**src/rtl/exc_pkg.sv**
```systemverilog
// Shared types and constants for the exception pipeline controller.
package exc_pkg;

    // CP0 Cause.ExcCode values produced by this pipeline.
    localparam logic [4:0] EXC_INT  = 5'd0;
    localparam logic [4:0] EXC_ADEL = 5'd4;
    localparam logic [4:0] EXC_ADES = 5'd5;
    localparam logic [4:0] EXC_RI   = 5'd10;
    localparam logic [4:0] EXC_OV   = 5'd12;

    // Per-instruction exception record carried alongside each stage.
    typedef struct packed {
        logic [31:0] pc;
        logic        bd;
        logic        exc;
        logic [4:0]  code;
    } stageRec_t;

    localparam int STAGE_REC_W = $bits(stageRec_t);

    typedef enum logic {
        NORMAL  = 1'b0,
        HANDLER = 1'b1
    } excState_t;

    // Record with no exception attached; used for bubbles and fresh fetches.
    function automatic stageRec_t makeBubble(input logic [31:0] pc, input logic bd);
        stageRec_t rec;
        rec.pc   = pc;
        rec.bd   = bd;
        rec.exc  = 1'b0;
        rec.code = EXC_INT;
        return rec;
    endfunction

    // The earliest exception wins: a new one is attached only to a clean record.
    function automatic stageRec_t mergeRec(input stageRec_t rec, input logic newExc,
                                           input logic [4:0] newCode);
        stageRec_t res;
        res = rec;
        if (!rec.exc && newExc) begin
            res.exc  = 1'b1;
            res.code = newCode;
        end
        return res;
    endfunction

endpackage

```
**src/rtl/exc_stage_reg.sv**
```systemverilog
// One pipeline stage's exception record: reset > flush > bubble > load > hold.
module exc_stage_reg
    import exc_pkg::*;
#(
    parameter logic [31:0] RESET_PC = 32'h0000_3000
) (
    input  logic        clk,
    input  logic        reset,
    input  logic        load,
    input  logic        bubble,
    input  logic        flush,
    input  logic [31:0] flushPc,
    input  stageRec_t   inRec,
    input  logic        mergeExc,
    input  logic [4:0]  mergeCode,
    output stageRec_t   outRec
);

    // Record update; a bubble keeps the upstream macro PC so interrupts get a valid EPC.
    // NOTE: non-blocking (<=) so every stage samples its neighbour's pre-edge value.
    always_ff @(posedge clk) begin
        if (reset) begin
            outRec <= makeBubble(RESET_PC, 1'b0);
        end else if (flush) begin
            outRec <= makeBubble(flushPc, 1'b0);
        end else if (bubble) begin
            outRec <= makeBubble(inRec.pc, inRec.bd);
        end else if (load) begin
            outRec <= mergeRec(inRec, mergeExc, mergeCode);
        end
    end

endmodule

```
**src/rtl/exc_pipe_ctrl.sv**
```systemverilog
// Exception/interrupt sequencer: carries exception records F->D->E->M,
// presents the M record to CP0 and drives flush plus PC redirect.
module exc_pipe_ctrl
    import exc_pkg::*;
#(
    parameter logic [31:0] HANDLER_ADDR = 32'h0000_4180,
    parameter logic [31:0] RESET_PC     = 32'h0000_3000
) (
    input  logic        clk,
    input  logic        reset,
    input  logic        stall,
    input  logic [31:0] f_pc,
    input  logic        f_adel,
    input  logic        f_bd,
    input  logic        d_ri,
    input  logic        e_ov,
    input  logic        e_adel,
    input  logic        e_ades,
    input  logic        m_is_eret,
    input  logic        cp0_take,
    input  logic [31:0] cp0_epc,
    output logic [31:0] cp0_pc,
    output logic        cp0_bd,
    output logic [4:0]  cp0_exc_code,
    output logic        cp0_exl_set,
    output logic        cp0_exl_clr,
    output logic        flush,
    output logic        redir,
    output logic [31:0] npc,
    output logic        m_kill,
    output logic        in_handler
);

    stageRec_t dRec, eRec, mRec;
    excState_t state, nextState;
    logic      eExc;
    logic [4:0] eCode;

    // E-stage exception code, priority adel > ades > ov.
    // NOTE: defaults first so every path assigns eCode and no latch is inferred.
    always_comb begin
        eCode = EXC_OV;
        if (e_adel) begin
            eCode = EXC_ADEL;
        end else if (e_ades) begin
            eCode = EXC_ADES;
        end
    end

    assign eExc = e_adel | e_ades | e_ov;

    // D: holds on stall, otherwise takes the fetched instruction.
    exc_stage_reg #(.RESET_PC(RESET_PC)) uDStage (
        .clk(clk), .reset(reset), .load(~stall), .bubble(1'b0), .flush(flush),
        .flushPc(npc), .inRec(makeBubble(f_pc, f_bd)), .mergeExc(f_adel),
        .mergeCode(EXC_ADEL), .outRec(dRec)
    );

    // E: takes a bubble (inheriting D's pc/bd) while D is stalled.
    exc_stage_reg #(.RESET_PC(RESET_PC)) uEStage (
        .clk(clk), .reset(reset), .load(1'b1), .bubble(stall), .flush(flush),
        .flushPc(npc), .inRec(dRec), .mergeExc(d_ri),
        .mergeCode(EXC_RI), .outRec(eRec)
    );

    // M: always advances from E.
    exc_stage_reg #(.RESET_PC(RESET_PC)) uMStage (
        .clk(clk), .reset(reset), .load(1'b1), .bubble(1'b0), .flush(flush),
        .flushPc(npc), .inRec(eRec), .mergeExc(eExc),
        .mergeCode(eCode), .outRec(mRec)
    );

    // FSM state register.
    always_ff @(posedge clk) begin
        if (reset) begin
            state <= NORMAL;
        end else begin
            state <= nextState;
        end
    end

    // Next state and redirect control; a CP0 take beats a simultaneous eret.
    always_comb begin
        nextState   = state;
        flush       = 1'b0;
        redir       = 1'b0;
        npc         = 32'h0;
        m_kill      = 1'b0;
        cp0_exl_clr = 1'b0;
        if (!reset) begin
            if (cp0_take) begin
                nextState = HANDLER;
                flush     = 1'b1;
                redir     = 1'b1;
                npc       = HANDLER_ADDR;
                m_kill    = 1'b1;
            end else if (m_is_eret) begin
                nextState   = NORMAL;
                flush       = 1'b1;
                redir       = 1'b1;
                npc         = cp0_epc;
                cp0_exl_clr = 1'b1;
            end
        end
    end

    assign cp0_pc       = mRec.pc;
    assign cp0_bd       = mRec.bd;
    assign cp0_exc_code = mRec.code;
    assign cp0_exl_set  = mRec.exc & ~reset;
    assign in_handler   = (state == HANDLER);

endmodule

```
**config.mk**
```make
export PLATFORM = sky130hd
export DESIGN_NAME = exc_pipe_ctrl
export DESIGN_NICKNAME = d
export VERILOG_FILES = /design/src/rtl/exc_pkg.sv /design/src/rtl/exc_stage_reg.sv /design/src/rtl/exc_pipe_ctrl.sv
export SDC_FILE = /design/constraint.sdc
export NUM_CORES = 1
export LEC_CHECK = 0
export CAP_MARGIN = 40
export CELL_PAD_IN_SITES_DETAIL_PLACEMENT = 1
export CELL_PAD_IN_SITES_GLOBAL_PLACEMENT = 1
export CORE_ASPECT_RATIO = 1.25
export CORE_MARGIN = 4
export CORE_UTILIZATION = 40
export CTS_CLUSTER_SIZE = 12
export DETAILED_ROUTE_END_ITERATION = 16
export DONT_BUFFER_PORTS = 1
export GPL_TIMING_DRIVEN = 0
export HOLD_SLACK_MARGIN = 0.03
export PLACE_DENSITY = 0.75
export REMOVE_ABC_BUFFERS = 1
export SLEW_MARGIN = 25
export SYNTH_ARGS = -nofsm -noshare
export SYNTH_HDL_FRONTEND = slang
export SYNTH_SLANG_ARGS = --single-unit
```
**constraint.sdc**
```tcl
create_clock -name clk -period 2.48 [get_ports clk]
set_input_delay 0.372 -clock clk [delete_from_list [all_inputs] [get_ports clk]]
set_output_delay 0.372 -clock clk [all_outputs]
set_load 0.02 [all_outputs]
```
==> impl.org <==
** Status
- Result of the run :: complete, no violations

** Critical path
- Of all nets on the critical path, the largest fanout is 48.
- Data on the critical path arrives at its endpoint at 1.38 ns.
- The worst setup path is launched from an input pin.
- Slowest-stage cell, CP :: sky130_fd_sc_hd__nor3b_4
- Required arrival time at the worst endpoint :: roughly 2.1 ns
- Endpoint kind of the worst setup timing path :: output port
- Critical path start-end classification :: input pin to output port
- Highest cell delay on the worst timing path :: 0.37 ns
- The critical path goes through nor3b_4, buf_6, nand2_1, inv_1.

** Clock tree
- Number of buffers inserted for hold repair after clock tree synthesis :: 0
- Post-CTS resize count :: 0
- Number of buffers inserted to repair setup after CTS :: 0
- Later-pin clock latency in the skew report :: 0.35 ns
- TritonCTS built the clock tree.
- Clock transition time at the flip-flop clock pins of the worst setup and hold paths :: approximately 0.07 ns
- CTS saw 109 sinks.
- Clock buffer count from CTS :: 9
- The tree is rooted in a sky130_fd_sc_hd__clkbuf_16.
- In this run the number of H-tree levels came out at 3.
- No sink is reached through more buffers than the 2 on the longest clock path.

** Final layout
- Final #Nets :: 489
- The filler cells instantiated in the layout total 1,175.
- 0 antenna diodes ended up in the layout.
- Excluding fillers, the count of instances in the completed layout stands at 547.
- Area added between synthesis and finish :: 2.72%
- In the final layout, the share of cells above drive strength 1 is 13.2%.

** Pwr
- In this run, flip-flops and latches consume 52.4% of the power.
- Power comes to 3.62 mW.
- Pwr Density :: 824 mW/mm^2
- In this run, the combinational gates consume 7.4% of the power.
- Summed over all nets, the switching power comes to approximately 860 uW.
- Summed over all cells, the static leakage comes to 1.98 nW.
- Clock network fraction of total power :: 40.3%
- The internal power of the cells totals 2.77 mW.
- Net switching is 23.6% of the power.
- VDD IR-drop max :: 0.000284 V

** Detailed routing
- The detailed router finished its first iteration with 44 violations.
- In the final routed layout, each cell accounts on average for 18.3 microns.
- The first TritonRoute pass finished after 4 iterations.
- Once detail routing completed, the nets flagged for antenna violations numbered 0.
- For this block, the via count after detailed routing is 2,880.
- Wires add up to approximately 10 mm.
- For this run, design rule violations remaining after detail routing come to 0.
- Dividing the detail-routed via count by the number of cells gives 5.27.

** Logic synthesis
- Count of synthesis-stage warnings from yosys :: 0
- Of the synthesized area, sequential elements account for 51.0%.
- Most used standard cell by instance count after synthesis :: sky130_fd_sc_hd__dfxtp_1
- After synthesis, the share of flip-flops with an asynchronous set or reset is 0%.
- The mapped netlist covers approximately 0.0043 sq mm.
- By area the synthesized netlist is led by sky130_fd_sc_hd__dfxtp_1 (51%), sky130_fd_sc_hd__a221oi_2 (9.8%), sky130_fd_sc_hd__nand2_1 (7.2%).
- Cell taking the most area after synthesis :: sky130_fd_sc_hd__dfxtp_1
- Post-synth top cells :: sky130_fd_sc_hd__dfxtp_1 (109), sky130_fd_sc_hd__nand2_1 (82), sky130_fd_sc_hd__inv_1 (59), sky130_fd_sc_hd__o21ai_0 (59), sky130_fd_sc_hd__buf_4 (39)
- Share of the synthesized area in the top cell type :: 51.0%
- Register bit count reported by yosys :: 109
- In the synthesized netlist the dominant register cell turns out to be sky130_fd_sc_hd__dfxtp_1.
- Cell count after synthesis :: 463
- Number of different library cells in the post-synthesis netlist :: 30
- Synthesized area divided by synthesized cell count :: 9.24 sq um
- Counting flops with a built-in enable in the synthesized netlist gives 0.

** Floorplanning
- For this configuration, the core starts out at a cell density of 41.7%.
- Core region area :: just over 0.01 sq mm
- Die Wd :: 100 microns
- Number of placement rows :: between 40 and 50
- Die H :: 124 microns
- During I/O placement, the number of pins put on the boundary was 151.
- Die area :: 0.0124 sq mm

** Timing
- Final-report max-slew violation count :: 0
- RSZ-0062 raised after global routing :: no
- Hold timing on the final database bottoms out at a slack of 0.0940 ns.
- Hold violation count in the final report :: 0
- Maximum achievable frequency :: 0.572 GHz
- Setup violations remaining at the end of the flow were counted as 0.
- Actual transition at the worst max-transition pin :: around 0.78 ns
- The worst pin sits at a relative slew slack of 47.9%.
- Fin crit share :: 70.5%
- Final critical delay including setup and external delays :: 1.75 ns
- Clk_skew :: roughly 0.0047 ns

** Global routing
- Global route total overflow :: 0
- First-pass GRT wire length :: about 16 mm
- Via count of the first global-routing pass :: 3,056
- Global routing used between 10% and 20% of the available tracks across all layers.
- Entering global routing, the biggest net connects 49 pins.
- Antenna violations before repair :: 0

** Place
- The congestion estimate from routability-driven global placement came to between 0.7 and 0.8.
- Once placement completed, the tool counted placed cells totaling 531.
- Final HPWL from detailed placement :: 6.78 mm
- During placement, the flow inserted port buffers numbering 0.

** Worst hold path
- Path class of the lowest-slack min-delay path :: input pin to flop

** Run
- The tool flagged a number of max-cap violations equal to 0.
==> power groups by stage <==
stage | Clock [mW] | Sequential [mW] | Combinational (mW)
finish | 1.46 | 1.90 | 0.266
global route | 1.57 | 1.90 | 0.298
CTS | 1.50 | 1.90 | 0.268
detailed placement | 0 | 1.94 | 0.268
global placement | 0 | 1.94 | 0.243
floorplan | 0 | 1.93 | 0.203
==> flip-flops by register name, indices dropped and copies added, names as in the netlist <==
name / count
uEStage.outRec: 36
uMStage.outRec: 38
uDStage.outRec: 34
in_handler: 1
==> routing by layer <==
metal,share of wire [%],GRT usage (%)
met1,40,18.1
met2,54,29.6
met3,4.3,3.42
met4,2.0,7.50
met5,0,0
==> worst paths after layout <==
kind	startpoint	endpoint	slack, ns	depth (start not counted)
worst min register to register	uEStage.outRec[23]	uMStage.outRec[23]	0.42	2
worst max register to register	uEStage.outRec[5]	uMStage.outRec[3]	1.71	3
worst min-delay path	reset	uDStage.outRec[15]	0.09	1
worst max-delay path	reset	npc[28]	0.73	4
==> cell type report <==
type / instances / area, sq um / area share, %
Timing Repair Buffer: 6 / 87.6 / 1.99
Inverter: 59 / 221 / 5.04
Sequential cell: 109 / 2180 / 49.7
Clock buffer: 11 / 253 / 5.75
Clock inverter: 4 / 47.5 / 1.08
Multi-Input combinational cell: 229 / 1440 / 32.8
Tap cell: 129 / 161 / 3.67
==> critical path: cells and delay by family <==
kind                   cells  cell delay (ns)
and+or+nand+nor            2             0.54
buffers and inverters      2             0.45
==> cell usage in the layout, fill, tap and decap left out, drive strengths merged <==
cell type	Yosys	final
and2	5	5
clkinvlp	0	1
a221oi	30	30
a21o	4	4
o21bai	5	5
inv	59	59
nor2	10	10
nand2	82	82
mux2i	4	4
clkinv	0	2
a21oi	9	9
conb	1	1
o21ai	59	59
o21a	1	1
clkbuf	12	11
buf	54	6
o22ai	3	3
bufinv	0	1
or3	1	1
nor3b	2	2
nor3	4	4
a22oi	2	2
nor2b	5	5
dfxtp	109	109
nor4b	2	2
==> kinds of logic after synthesis <==
logic type / Yosys count / share of synthesized area (%)
and+or+nand+nor: 111 / 11.6
buffers and inverters: 125 / 15.5
AOI/OAI and AO/OA: 113 / 20.8
muxes: 4 / 0.936
other: 1 / 0.0877
DFF: 109 / 51.0
==> per-stage QoR <==
step	worst slack [ns]	area [sq um]	TNS, ns	utilization (%)
floorplan	-0.00144	3830	-0.00287	-
global placement	-1.21	4000	-36.79	38.9
detailed placement	0.260	4080	0	39.7
CTS	0.628	4380	0	42.7
global route	0.669	4390	0	42.8
finish	0.731	4390	0	42.8
No activity file was read; power rests on OpenSTA's default activity.
